`src/rtl/rf_pkg.sv`:
```
// Shared defaults and index/word types for the scoreboarded register file.
package rf_pkg;

    localparam int unsigned XLEN_DEF  = 32;
    localparam int unsigned NREGS_DEF = 32;
    localparam int unsigned NRD_DEF   = 2;
    localparam int unsigned AW_DEF    = $clog2(NREGS_DEF);

    typedef logic [AW_DEF-1:0]   reg_idx_t;
    typedef logic [XLEN_DEF-1:0] xword_t;

endpackage

```
`src/rtl/rf_scoreboard.sv`:
```
// Pending-write scoreboard: one bit per register, set on issue, cleared on writeback,
// plus a sticky error flag for double issue or unexpected writeback.
module rf_scoreboard
    import rf_pkg::*;
#(
    parameter int unsigned NREGS = NREGS_DEF,
    parameter int unsigned AW    = $clog2(NREGS)
) (
    input  logic             clk,
    input  logic             rst_n,
    input  logic             wr_en_i,
    input  logic [AW-1:0]    wr_addr_i,
    input  logic             iss_en_i,
    input  logic [AW-1:0]    iss_rd_i,
    output logic [NREGS-1:0] pend_o,
    output logic             err_o
);

    logic [NREGS-1:0] pend_q, pend_d;
    logic             err_q, err_d;
    logic             iss_v, wr_v, same_v, iss_err, wr_err;

    always_comb begin
        iss_v  = iss_en_i && (iss_rd_i != '0);
        wr_v   = wr_en_i && (wr_addr_i != '0);
        same_v = iss_v && wr_v && (iss_rd_i == wr_addr_i);
        // Same-cycle issue+writeback to one register is a legal handoff, not an error.
        iss_err = iss_v && pend_q[iss_rd_i] && !same_v;
        wr_err  = wr_v && !pend_q[wr_addr_i] && !same_v;

        pend_d = pend_q;
        if (wr_v) begin
            pend_d[wr_addr_i] = 1'b0;
        end
        if (iss_v) begin
            pend_d[iss_rd_i] = 1'b1;
        end
        pend_d[0] = 1'b0;

        err_d = err_q | iss_err | wr_err;
    end

    always_ff @(posedge clk or negedge rst_n) begin
        if (!rst_n) begin
            pend_q <= '0;
            err_q  <= 1'b0;
        end else begin
            pend_q <= pend_d;
            err_q  <= err_d;
        end
    end

    assign pend_o = pend_q;
    assign err_o  = err_q;

endmodule

```
`src/rtl/reg_file_sb.sv`:
```
// Multi-port register file with pending-write scoreboard; x0 is hardwired to zero.
// Define RF_BYPASS_EN to forward same-cycle writeback data (and clear busy) on reads.
module reg_file_sb
    import rf_pkg::*;
#(
    parameter int unsigned XLEN  = XLEN_DEF,
    parameter int unsigned NREGS = NREGS_DEF,
    parameter int unsigned NRD   = NRD_DEF
) (
    input  logic                                 clk,
    input  logic                                 rst_n,
    input  logic [NRD-1:0][$clog2(NREGS)-1:0]    rs_addr_i,
    output logic [NRD-1:0][XLEN-1:0]             rs_data_o,
    output logic [NRD-1:0]                       rs_busy_o,
    input  logic                                 wr_en_i,
    input  logic [$clog2(NREGS)-1:0]             wr_addr_i,
    input  logic [XLEN-1:0]                      wr_data_i,
    input  logic                                 iss_en_i,
    input  logic [$clog2(NREGS)-1:0]             iss_rd_i,
    output logic                                 err_o
);

    localparam int unsigned AW = $clog2(NREGS);

`ifdef RF_BYPASS_EN
    localparam bit Bypass = 1'b1;
`else
    localparam bit Bypass = 1'b0;
`endif

    logic [NREGS-1:0][XLEN-1:0] regs_q, regs_d;
    logic [NREGS-1:0]           pend;
    logic                       wr_v;

    assign wr_v = wr_en_i && (wr_addr_i != '0);

    always_comb begin
        regs_d = regs_q;
        if (wr_v) begin
            regs_d[wr_addr_i] = wr_data_i;
        end
    end

    always_ff @(posedge clk or negedge rst_n) begin
        if (!rst_n) begin
            regs_q <= '0;
        end else begin
            regs_q <= regs_d;
        end
    end

    // Bypass is gated by rst_n so every output reads zero while reset is held.
    always_comb begin
        rs_data_o = '0;
        rs_busy_o = '0;
        for (int unsigned k = 0; k < NRD; k++) begin
            rs_data_o[k] = regs_q[rs_addr_i[k]];
            rs_busy_o[k] = pend[rs_addr_i[k]];
            if (Bypass && rst_n && wr_v && (rs_addr_i[k] == wr_addr_i)) begin
                rs_data_o[k] = wr_data_i;
                rs_busy_o[k] = 1'b0;
            end
        end
    end

    rf_scoreboard #(
        .NREGS (NREGS),
        .AW    (AW)
    ) u_scoreboard (
        .clk       (clk),
        .rst_n     (rst_n),
        .wr_en_i   (wr_en_i),
        .wr_addr_i (wr_addr_i),
        .iss_en_i  (iss_en_i),
        .iss_rd_i  (iss_rd_i),
        .pend_o    (pend),
        .err_o     (err_o)
    );

endmodule
```
`config.mk`:
```
export PLATFORM = sky130hd
export DESIGN_NAME = reg_file_sb
export DESIGN_NICKNAME = d
export VERILOG_FILES = /design/src/rtl/rf_pkg.sv /design/src/rtl/rf_scoreboard.sv /design/src/rtl/reg_file_sb.sv
export SDC_FILE = /design/constraint.sdc
export NUM_CORES = 2
export LEC_CHECK = 0
export BUFFER_PORTS_ARGS = -buffer_cell sky130_fd_sc_hd__buf_2
export CORE_MARGIN = 2
export CORE_UTILIZATION = 59
export CTS_CLUSTER_SIZE = 12
export DETAILED_ROUTE_END_ITERATION = 16
export PLACE_DENSITY_LB_ADDON = 0.2
export SYNTH_ARGS = -nofsm -noshare
export SYNTH_HDL_FRONTEND = slang
export SYNTH_SLANG_ARGS = --single-unit
```
`constraint.sdc`:
```
create_clock -name clk -period 3.3 [get_ports clk]
set_input_delay 0.495 -clock clk [delete_from_list [all_inputs] [get_ports clk]]
set_output_delay 0.495 -clock clk [all_outputs]
set_load 0.01 [all_outputs]
```
* Yosys cells after proc, flatten, opt, wreduce, memory -nomap -nowiden
Index checks and enable logic that the tools add are counted. Widths: inputs -> output; s select.
Cells by class: magnitude comparators 6, equal/unequal tests 1, muxes and demuxes 21, bitwise gates (word level) 5, reduce and logical (&&, ||, !) cells 14
Operators with widths (count):
- $bwmux 1024 | 1
- $bmux 32 s5 | 2
- $demux 32 s5 | 1
- $mux 32 | 5
- $and 32x32->32 | 1
- $not 32->32 | 1
- $or 32x32->32 | 1
- $lt 5x6->1 const B | 4
- $bmux 1 s5 | 4
- $demux 1 s5 | 2
- $ge 5x1->1 const B | 2
- $logic_and 1x1->1 | 10
- $reduce_bool 5->1 | 2
- $mux 1 | 6
- $eq 5x5->1 | 1
- $logic_not 1->1 | 2
- $or 1x1->1 | 2
Word-level totals: flip-flop bits (word level) 1056, input port bits 56, output and inout bits 67, logic and storage cells 81

* Longest topological paths before layout
depth in word-level cells 9, depth in mapped cells 8, mapped depth without buffers 5

* Modules after synthesis
A second synthesis with hierarchy kept.
Second synthesis, totals: cell total of the unflattened synthesis 4869, area, all modules 58479.8 µm²
Modules (own cells, without submodules):
- reg_file_sb | times used 1, cells each 4679, area an instance 56513.0 µm²
- rf_scoreboard | times used 1, cells each 190, area an instance 1966.9 µm²

* Least setup slack after synthesis
No wires, ideal clock.
path kind input-to-output, start input rs_addr_i[0] (netlist bit), end output rs_busy_o[0], arrival time 2294 ps, path slack 511 ps, cell stages on the path 6, cells stage by stage buf_2 buf_6 buf_2 mux4_2 mux4_2 mux2_2
On the way: longest elaborated chain between the ends 2
RTL lines:
- start, declared | RTL line reg_file_sb.sv:12 | input logic [NRD-1:0][$clog2(NREGS)-1:0] rs_addr_i,
- $bmux 1 s5 | RTL line reg_file_sb.sv:58 | rs_busy_o[k] = pend[rs_addr_i[k]];
- $mux 1 (not written as such) | RTL line reg_file_sb.sv:58
- end, declared | RTL line reg_file_sb.sv:14 | output logic [NRD-1:0] rs_busy_o,
No other way between the ends. The select of a mux whose other input is x is not followed.

==> results.yml <==
routing:
  via_per_inst: 7.18
  ant_nets: 0
  drtIter0Drc: 3499
  routed_wl_um: 161000
  drc_errors: 0
  num_vias: 34113
  drt_pre_antenna_iters: 5
  routedWlPerCell_um: 33.9
yosys:
  synthCells: 3382
  synth_top_area_share: 0.470
  yosys-top-cells-count: "mux2_2 (1062), dfrtp_1 (1056), mux4_2 (663)"
  synthTopCellsByArea: "dfrtp_1 (47%), mux4_2 (27%), mux2_2 (21%)"
  synth_top_cell_by_area: "dfrtp_1"
  synth_edf_count: 0
  yosysWarnings: 0
  synth_flop_cell: "dfrtp_1"
  async_reset_ff_frac: 1.00
  synth_area_per_cell_um2: 16.6
  ys_types: 47
  synth-seq-area-share: 0.470
  synth.most_common_cell: "mux2_2"
  synth-seq-cells: 1056
  synth_nets: 3438
  synth_area_um2: 56200
critical_path:
  crit_path_start_kind: "input port"
  worstPathMaxFanout: 16
  crit_arrival_ps: 2640
  slowest_stage: "mux4_2"
  crit_chain: "buf_8 > buf_12 > buf_4 > mux4_2 > mux4_2 > mux2_2 > buf_2"
  end_kind: "output pin"
  cp_slowest_stage_delay_ps: 540
  critPathKind: "in -> out"
  worst_path_most_repeated_cell: "mux4_2"
  required_ps: 2800
power_and_ir_drop:
  power.leakage_nw: 27.2
  power_frac_seq: 0.449
  p_sw_w: 0.0102
  clkPwrFrac: 0.338
  power_frac_comb: 0.213
  ir_worst_vdd_uv: 537
  p_sw_frac: 0.264
  intPower_w: 0.0284
  power.total_w: 0.0386
  cellPowerDensity_nw_per_um2: 612
clock_network:
  postCtsSetupRepairBufs: 0
  htree_num_levels: 3
  root_buffer: "clkbuf_16"
  insertion_delay_ps: 680
  cts_buffers: 114
  cts_buffer_depth: 3
  cts_num_sinks: 1056
  cts_tree: "done"
  clk_pin_slew_ps: 60
grt:
  grt_overflow: 0
  grt_pass1_wl_um: 243000
  grt_pass1_vias: 36670
  antenna_found_initial: 3
  grt_max_degree: 96
  groute.usage.overall: 0.337
placed_design:
  placed_cell_area_um2: 59300
  io_buffers: 122
  pre_cts_slack_ps: 173
  hpwl_um: 94500
  gp_congestion: 0.907
sta:
  slew_headroom: 0.375
  fin_skew_ps: 4.64
  fin_setup_tns_ps: 0
  min_period_ps: 3130
  post-route-period-util: 0.950
  finalSetupViolCount: 0
  fin_ws_ps: 166
  drv_slew: 0
  rsz0062_at_grt: "false"
  tightest_slew_ps: 930
  fmax_mhz: 319
  finalHoldViolCount: 0
cells_and_area:
  area_delta_synth_final_pct: 12.3
  register_area_um2: 26400
  finalInstanceArea_um2: 63200
  fillCellCount: 6280
  post-route-util: 0.667
  multi_input_area_um2: 28200
  drive_gt1_frac: 0.640
  nNetsFinal: 3451
floorplan:
  rows: 113
  initial_core_util: 0.594
  fp.dieH_um: 313
  coreArea_um2: 94700
  fp.dieW_um: 313
  die-area_um2: 97800
  io_pins: 123
flow_run:
  drv_cap: 0
status:
  status: "completed"
hold_path:
  min_path_type: "in -> reg"
## per-stage QoR
stage	hold slack [ps]	instances
detailed placement	384	4543
global route	184	4750
finish	183	4751
CTS	136	4748
floorplan	199	3382
global placement	376	4543
## cell families after synthesis
group | synth area share
compound gates | 0.00696
mux | 0.481
xor+xnor | 0.000779
flops | 0.470
buf+inv | 0.0312
simple gates | 0.0101
## cell type report
type                       count  area share
multi-input combinational   1913       0.447
sequential                  1056       0.418
clock buffer                 170      0.0539
timing repair buffer         296      0.0483
tap                         1265      0.0251
clock inverter                34     0.00646
inverter                      14    0.000832
antenna                        3    0.000119
## power by group through the flow
stage                     Sequential [W]  Clock [W]  Combinational (W)
after detailed placement          0.0175          0            0.00823
final                             0.0174     0.0130            0.00823
after floorplan                   0.0168          0            0.00628
after global placement            0.0171          0            0.00793
after global routing              0.0176     0.0138            0.00874
after CTS                         0.0173     0.0132            0.00828
## final timing paths
kind	end	slack (ps)	cells past startpoint	start
max in group asynchronous	regs_q[924]	1750	4	rst_n
min in group asynchronous	regs_q[904]	400	2	rst_n
worst min register to register	regs_q[12]	390	0	regs_q[12]
worst max register to register	u_scoreboard.err_o	1490	5	u_scoreboard.pend_o[19]
worst max-delay path	rs_data_o[37]	170	7	rs_addr_i[5]
worst min-delay path	u_scoreboard.pend_o[3]	180	2	iss_rd_i[3]
## critical path, delay by kind of cell
| family | cells | cell delay [ps] |
|---|---|---|
| multiplexers | 3 | 1310 |
| buffers and inverters | 4 | 760 |
## placed cells by master, fill, tap and decap left out, types with 4 or more instances in the layout
| cell type | instances |
|---|---|
| a22o_1 | 6 |
| dfrtp_1 | 1056 |
| nand4_1 | 6 |
| mux2_2 | 1062 |
| nand2_1 | 35 |
| clkbuf_8 | 28 |
| nand3_1 | 4 |
| buf_4 | 90 |
| o22ai_1 | 13 |
| nor3_1 | 4 |
| clkinv_2 | 21 |
| o21ai_0 | 11 |
| nor2b_1 | 9 |
| nand2b_1 | 5 |
| bufinv_16 | 9 |
| nand2_2 | 4 |
| nor3_2 | 4 |
| inv_1 | 14 |
| a21oi_1 | 4 |
| clkbuf_1 | 25 |
| mux2i_1 | 16 |
| nor2_4 | 7 |
| buf_2 | 113 |
| a32o_1 | 4 |
| buf_8 | 5 |
| clkbuf_16 | 117 |
| nor2_1 | 6 |
| mux4_2 | 663 |
| buf_12 | 85 |
| nand2_4 | 10 |
## registers in the layout (all words and copies together), names as in the netlist
register	count
regs_q	1024
u_scoreboard.pend_o	31
u_scoreboard.err_o	1
## metal layers
layer  global-route usage  part of all wire  vias up
li1                     -                 -    13290
met1                0.474              0.39    18774
met2                0.533              0.49     1694
met3               0.0643             0.082      353
met4                0.126             0.038        2
met5                    0          0.000050        -
## timing repair
| action | 4_1_cts | 5_1_grt |
|---|---|---|
| setup endpoints to repair | 0 | 0 |
| endpoints found under the hold margin | 40 | 0 |
| hold buffers | 1 | 0 |
| gates resized for setup | 0 | 0 |
No activity file was read; power rests on OpenSTA's default activity.
